<file path="config.mk">
export PLATFORM = sky130hd
export DESIGN_NAME = kab_uart_tx_flat
export DESIGN_NICKNAME = d
export VERILOG_FILES = /design/src/rtl/kab_io_pkg.sv /design/src/rtl/kab_uart_tx_if.sv /design/src/rtl/kab_sync_fifo.sv /design/src/rtl/kab_uart_tx.sv /design/src/flat_wrapper.sv
export SDC_FILE = /design/constraint.sdc
export NUM_CORES = 1
export LEC_CHECK = 0
export ABC_AREA = 1
export CORE_MARGIN = 10
export CORE_UTILIZATION = 59
export DETAILED_ROUTE_END_ITERATION = 10
export HOLD_SLACK_MARGIN = 0.08
export PLACE_DENSITY = 0.76
export SLEW_MARGIN = 20
export SYNTH_ARGS = -nofsm -noshare
export SYNTH_HDL_FRONTEND = slang
export SYNTH_SLANG_ARGS = --single-unit
</file>
<file path="constraint.sdc">
create_clock -name Clock -period 3.2 [get_ports Clock]
set_input_delay 0.64 -clock Clock [delete_from_list [all_inputs] [get_ports Clock]]
set_output_delay 0.64 -clock Clock [all_outputs]
set_load 0.02 [all_outputs]
</file>
<file path="src/rtl/kab_io_pkg.sv">
// Shared I/O definitions for the kab serial blocks: FSM state encoding,
// frame-format constants and the baud divisor helper.
package kab_io_pkg;

  typedef enum logic [1:0] {
    IDLE  = 2'd0,
    START = 2'd1,
    DATA  = 2'd2,
    STOP  = 2'd3
  } tx_state_t;

  localparam int DATA_BITS = 8;
  localparam int STOP_BITS = 1;

  // Clocks per bit, rounded to the nearest integer.
  function automatic int baud_div(input int clk_hz, input int baud);
    return (clk_hz + baud / 2) / baud;
  endfunction

endpackage

</file>
<file path="src/rtl/kab_uart_tx_if.sv">
// Write-path bus between the I/O register decode and the UART transmitter.
interface kab_uart_tx_if;
  logic       WrEn;
  logic [7:0] WrData;
  logic       Full;
  logic       Busy;
  logic       Overflow;

  modport master (output WrEn, WrData, input  Full, Busy, Overflow);
  modport slave  (input  WrEn, WrData, output Full, Busy, Overflow);
endinterface

</file>
<file path="src/rtl/kab_sync_fifo.sv">
// Small synchronous FIFO with a registered occupancy count; full/empty are
// decoded from the count so they never depend on the current push/pop.
module kab_sync_fifo #(
  parameter int WIDTH = 8,
  parameter int DEPTH = 4
) (
  input  logic                     Clock,
  input  logic                     Reset,
  input  logic                     push,
  input  logic [WIDTH-1:0]         wdata,
  input  logic                     pop,
  output logic [WIDTH-1:0]         rdata,
  output logic                     full,
  output logic                     empty,
  output logic [$clog2(DEPTH):0]   count
);

  localparam int AW = $clog2(DEPTH);

  logic [WIDTH-1:0] mem [DEPTH];
  logic [AW-1:0]    wr_ptr;
  logic [AW-1:0]    rd_ptr;
  logic             push_ok;
  logic             pop_ok;

  assign full    = (count == (AW+1)'(DEPTH));
  assign empty   = (count == '0);
  assign push_ok = push && !full;
  assign pop_ok  = pop && !empty;
  assign rdata   = mem[rd_ptr];

  // Storage is only written on an accepted push, so don't-care write data
  // never reaches the array.
  always_ff @(posedge Clock) begin
    if (push_ok) mem[wr_ptr] <= wdata;
  end

  // Pointers wrap naturally at the power-of-two depth; count tracks occupancy.
  always_ff @(posedge Clock) begin
    if (Reset) begin
      wr_ptr <= '0;
      rd_ptr <= '0;
      count  <= '0;
    end else begin
      if (push_ok) wr_ptr <= wr_ptr + 1'b1;
      if (pop_ok)  rd_ptr <= rd_ptr + 1'b1;
      case ({push_ok, pop_ok})
        2'b10:   count <= count + 1'b1;
        2'b01:   count <= count - 1'b1;
        default: count <= count;
      endcase
    end
  end

endmodule

</file>
<file path="src/rtl/kab_uart_tx.sv">
// 8N1 UART transmitter: bytes from the I/O write path are queued in a small
// FIFO and shifted out LSB first on Dout, which idles high.
module kab_uart_tx
  import kab_io_pkg::*;
#(
  parameter int CLK_HZ     = 50000000,
  parameter int BAUD       = 115200,
  parameter int DIV        = baud_div(CLK_HZ, BAUD),
  parameter int FIFO_DEPTH = 4
) (
  input  logic          Clock,
  input  logic          Reset,
  kab_uart_tx_if.slave  bus,
  output logic          Dout
);

  localparam int BW = (DIV > 1) ? $clog2(DIV) : 1;
  localparam int CW = $clog2(DATA_BITS);
  localparam logic [BW-1:0] BAUD_LAST = BW'(DIV - 1);
  localparam logic [CW-1:0] DATA_LAST = CW'(DATA_BITS - 1);
  localparam logic [CW-1:0] STOP_LAST = CW'(STOP_BITS - 1);

  tx_state_t                  state;
  logic [BW-1:0]              baud;
  logic [CW-1:0]              bit_cnt;
  logic [7:0]                 shift;
  logic                       dout_q;
  logic                       ovf_q;

  logic                       fifo_full;
  logic                       fifo_empty;
  logic [$clog2(FIFO_DEPTH):0] fifo_count;
  logic [7:0]                 head;
  logic                       pop;
  logic                       baud_end;

  assign baud_end = (baud == BAUD_LAST);

  // Pop whenever the line is free for a new start bit: straight from IDLE,
  // or at the last cycle of the final stop cell for back-to-back frames.
  assign pop = !fifo_empty &&
               ((state == IDLE) ||
                (state == STOP && baud_end && bit_cnt == STOP_LAST));

  kab_sync_fifo #(
    .WIDTH (8),
    .DEPTH (FIFO_DEPTH)
  ) u_fifo (
    .Clock (Clock),
    .Reset (Reset),
    .push  (bus.WrEn),
    .wdata (bus.WrData),
    .pop   (pop),
    .rdata (head),
    .full  (fifo_full),
    .empty (fifo_empty),
    .count (fifo_count)
  );

  assign bus.Full     = fifo_full;
  assign bus.Busy     = (fifo_count != '0) || (state != IDLE);
  assign bus.Overflow = ovf_q;
  assign Dout         = dout_q;

  // A write that sees the registered full flag is dropped; flag it for one cycle.
  always_ff @(posedge Clock) begin
    if (Reset) ovf_q <= 1'b0;
    else       ovf_q <= bus.WrEn && fifo_full;
  end

  // Frame sequencer: each cell is DIV cycles; Dout is registered so every
  // level change lands exactly on a cell boundary.
  always_ff @(posedge Clock) begin
    if (Reset) begin
      state   <= IDLE;
      baud    <= '0;
      bit_cnt <= '0;
      shift   <= '0;
      dout_q  <= 1'b1;
    end else begin
      case (state)
        IDLE: begin
          baud   <= '0;
          dout_q <= 1'b1;
          if (!fifo_empty) begin
            shift  <= head;
            dout_q <= 1'b0;
            state  <= START;
          end
        end

        START: begin
          if (baud_end) begin
            baud    <= '0;
            bit_cnt <= '0;
            dout_q  <= shift[0];
            state   <= DATA;
          end else begin
            baud <= baud + 1'b1;
          end
        end

        DATA: begin
          if (baud_end) begin
            baud  <= '0;
            shift <= {1'b0, shift[7:1]};
            if (bit_cnt == DATA_LAST) begin
              bit_cnt <= '0;
              dout_q  <= 1'b1;
              state   <= STOP;
            end else begin
              bit_cnt <= bit_cnt + 1'b1;
              dout_q  <= shift[1];
            end
          end else begin
            baud <= baud + 1'b1;
          end
        end

        STOP: begin
          if (baud_end) begin
            baud <= '0;
            if (bit_cnt != STOP_LAST) begin
              bit_cnt <= bit_cnt + 1'b1;
            end else if (!fifo_empty) begin
              // Next byte already queued: start bit follows with no idle gap.
              bit_cnt <= '0;
              shift   <= head;
              dout_q  <= 1'b0;
              state   <= START;
            end else begin
              bit_cnt <= '0;
              state   <= IDLE;
            end
          end else begin
            baud <= baud + 1'b1;
          end
        end

        default: begin
          state  <= IDLE;
          baud   <= '0;
          dout_q <= 1'b1;
        end
      endcase
    end
  end

endmodule

</file>
<file path="src/flat_wrapper.sv">
// flat-port wrapper written by rule: the top's interface ports become plain ports
module kab_uart_tx_flat import kab_io_pkg::*;
#(
  parameter int CLK_HZ     = 50000000,
  parameter int BAUD       = 115200,
  parameter int DIV        = baud_div(CLK_HZ, BAUD),
  parameter int FIFO_DEPTH = 4
)
  (Clock, Reset, Dout, bus_WrEn, bus_WrData, bus_Full, bus_Busy, bus_Overflow);
  kab_uart_tx_if bus_i ();
  input  logic Clock;
  input  logic Reset;
  output logic Dout;
  input wire logic [$bits(bus_i.WrEn)-1:0] bus_WrEn;
  input wire logic [$bits(bus_i.WrData)-1:0] bus_WrData;
  output wire logic [$bits(bus_i.Full)-1:0] bus_Full;
  output wire logic [$bits(bus_i.Busy)-1:0] bus_Busy;
  output wire logic [$bits(bus_i.Overflow)-1:0] bus_Overflow;
  assign bus_i.WrEn = bus_WrEn;
  assign bus_i.WrData = bus_WrData;
  assign bus_Full = bus_i.Full;
  assign bus_Busy = bus_i.Busy;
  assign bus_Overflow = bus_i.Overflow;
  kab_uart_tx #(.CLK_HZ(CLK_HZ), .BAUD(BAUD), .DIV(DIV), .FIFO_DEPTH(FIFO_DEPTH)) u_core (.Clock(Clock), .Reset(Reset), .bus(bus_i), .Dout(Dout));
endmodule
</file>
==> impl_metrics.tcl <==
set metrics [dict create \
    rsz0062_at_grt "false" \
    maxCapViolCount 0 \
    gp_congestion 0.842 \
    place_hpwl_mm 3.91 \
    worst-path-max-fanout 7 \
    crit_arrival_ns 2.85 \
    netlist_area_mm2 0.00304 \
    switching_share_pct 38.1 \
    overflow 0 \
    mappedNetlistNets 386 \
    power.leakage_uw 0.00146 \
    via_per_inst 4.94 \
    synthArstFlopShare_pct 0 \
    r2r.worst_path.cells 12 \
    cts_buffers 9 \
    tns_ns 0 \
    fmax_ghz 0.381 \
    yosysSeqAreaShare_pct 53.4 \
    cp_num_buf_inv 2 \
    start_kind "register" \
    cts_sinks 65 \
    finalSetupViolations 0 \
    synth.largest_area_cell "edfxtp_1" \
    ir_worst_vdd_uv 569 \
    start_util_pct 60.2 \
    skew_ns 0.00649 \
    cp-endpoint "u_core.u_fifo.count[2]" \
    utilization_pct 69.0 \
    worstReg2RegStart "u_core.state[0]" \
    clkTransAtPathRegs_ns 0.07 \
    worstReg2RegEnd "u_core.u_fifo.count[2]" \
    die_x_um 91.7 \
    core_area_mm2 0.00504 \
    syn_inst 358 \
    diodes 0 \
    outcome "finished clean" \
    powerDensity_mw_per_mm2 908 \
    boundaryPins 15 \
    synth_edf_count 32 \
    layout_min_cycle_time_ns 2.62 \
    post_cts_resized 0 \
    drt.antenna.violating_nets 0 \
    intPower_uw 1960 \
    wl_mm 5.65 \
    fp.dieH_um 91.7 \
    nets 405 \
    insertion_delay_ns 0.34 \
    synth-seq-cells 65 \
    p_comb_share_pct 37.4 \
    synthToLayoutAreaGrowth_pct 14.7 \
    grt_max_degree 21 \
    layout-drive-gt1-share_pct 6.54 \
    synth.avg_cell_area_um2 8.48 \
    post-route-drc-count 0 \
    crit_chain "ha_1 > inv_1 > nor2_1 > nand3_1 > a21oi_1 > ha_1 > inv_1 > fa_1 > a21oi_1 > o21ai_0 > o21ai_0 > a21oi_1" \
    post-route-period-util_pct 82.0 \
    p_switching_uw 1200 \
    antenna_found_initial 0 \
    relSlewSlack_pct 50.9 \
    synth_area_leaders "edfxtp_1, dfxtp_1, nor2_1, nand2_1, ha_1" \
    pwr-share-clk_pct 26.5 \
    port-buffer-count 14 \
    critPathKind "register to register" \
    post_cts_buffers 0 \
    vias 2234 \
    crit_top_cell "a21oi_1" \
    std_cell_rows 26 \
    grt_pass1_vias 2213 \
    synth_flop_cell "dfxtp_1" \
    htreeDepth 3 \
    hold_viol 0 \
    drtIter0Drc 110 \
    tritoncts "built" \
    first_pass_iters 4 \
    hp-class "register to register" \
    r2r_slack_ns 0.58 \
    seq_power_share_pct 36.1 \
    ctsHoldBuffers 0 \
    cp_slowest_stage_delay_ns 0.43 \
    tightestPinTransition_ns 0.733 \
    ys_types 27 \
    clock_path_buffers 2 \
    root_buffer "clkbuf_8" \
    grt_usage_pct 14.2 \
    grt_first_pass_wirelength_mm 9.70 \
    cp.depth 12 \
    yosys_warnings 0 \
    die_area_mm2 0.00841 \
    critical-path-top-delay-family "adder cells" \
    wl_per_cell_um 12.5 \
    crit_slowest_cell "dfxtp_1" \
    crit_start "u_core.state[0]" \
    cp-end-kind "register" \
    synth_top_cell_area_share_pct 31.7 \
    required_ns 3.43 \
    slew_violations 0 \
]
-- layout make-up --
type | instances | area (um^2)
clock buffers | 9 | 124
clock inverters | 7 | 119
fillers | 408 | 1560
inverters | 42 | 158
multi-input cells | 242 | 1210
flip-flops and latches | 65 | 1620
well taps | 70 | 87.6
repair buffers | 17 | 163
-- metrics by stage --
stage | hold slack, ns | worst slack [ns] | total power (uW) | cell area [um^2] | std cells
3_5_place_dp | 0.472 | 0.639 | 2330 | 3240 | 436
3_3_place_gp | 0.466 | 0.682 | 2290 | 3240 | 436
4_1_cts | 0.490 | 0.596 | 3180 | 3480 | 452
6_report | 0.486 | 0.576 | 3160 | 3480 | 452
5_1_grt | 0.506 | 0.319 | 3430 | 3480 | 452
2_1_floorplan | 0.444 | 0.875 | 2070 | 3040 | 358
-- cell families after synthesis --
logic type / synth area share (%)
AOI/OAI and AO/OA: 8.45
xor gates and xnor gates: 1.15
adders and majority gates: 7.25
buffers and inverters: 6.76
DFF: 53.4
and+or+nand+nor: 23.0
-- tightest hold or removal path: cells and delay by family (launching register included) --
family           cells  cell delay (ns)
flip-flops           1             0.34
AND/OR/NAND/NOR      2             0.11
-- per-layer routing --
| layer | track usage [%] | routed length, um | up-vias |
|---|---|---|---|
| li1 | - | - | 1188 |
| met1 | 16.3 | 2660 | 1000 |
| met2 | 23.4 | 2700 | 37 |
| met3 | 4.73 | 212 | 9 |
| met4 | 7.20 | 83 | 0 |
| met5 | 0 | 0 | - |
-- state kept, by name (all words and copies together) (netlist names), named ones only --
register,cells
u_core.Dout,1
u_core.baud,9
u_core.bit_cnt,3
u_core.bus.Overflow,1
u_core.shift,8
u_core.state,2
u_core.u_fifo.count,3
u_core.u_fifo.mem,32
u_core.u_fifo.rd_ptr,2
u_core.u_fifo.wr_ptr,2
-- how the worst min path moves through the flow --
stage,end,slack (ns),cells after the start,start
6_report,u_core.Dout,0.49,2,u_core.Dout
5_1_grt,u_core.baud[0],0.51,1,u_core.baud[0]
4_1_cts,u_core.Dout,0.49,2,u_core.Dout
3_5_place_dp,u_core.Dout,0.47,2,u_core.Dout
3_3_place_gp,u_core.baud[0],0.47,1,u_core.baud[0]
2_1_floorplan,u_core.baud[0],0.44,1,u_core.baud[0]
-- synthesized netlist by cell type, types with 2 or more instances --
cell      number
buf_2          4
dfxtp_1       33
a21oi_1       13
nor2_1        74
inv_1         41
nand4_1        2
ha_1          16
clkbuf_1       3
edfxtp_1      32
nand2_1       73
nand2_2        3
o21ai_0       31
nand3_1       16
nor3b_1        2
xor2_1         3
-- power groups by stage --
stage	clock network (uW)	logic [uW]	registers [uW]
after CTS	851	1190	1140
after floorplan	0	952	1110
after global placement	0	1140	1150
after detailed placement	0	1170	1160
after global routing	892	1380	1160
final	838	1180	1140
-- cells in the final DEF (no fill, tap or decap) --
cell type and instances:
clkinv_4 2, o211ai_1 1, o31ai_1 1, ha_1 16, clkbuf_8 9, nor2_1 74
nor3_1 1, nor3b_1 2, nand4_1 2, fa_1 1, nand3_1 16, o21ai_0 31
inv_2 1, nand2_1 73, dfxtp_1 33, bufinv_16 3, a21oi_2 1, clkdlybuf4s50_1 14
nand3b_1 1, inv_1 41, edfxtp_1 32, nor2_2 1, a21oi_1 13, clkinvlp_4 1
clkinv_1 1, nand2_2 3, o31ai_2 1, xnor2_1 1, buf_4 3, xor2_1 3
No activity file was read; power rests on OpenSTA's default activity.
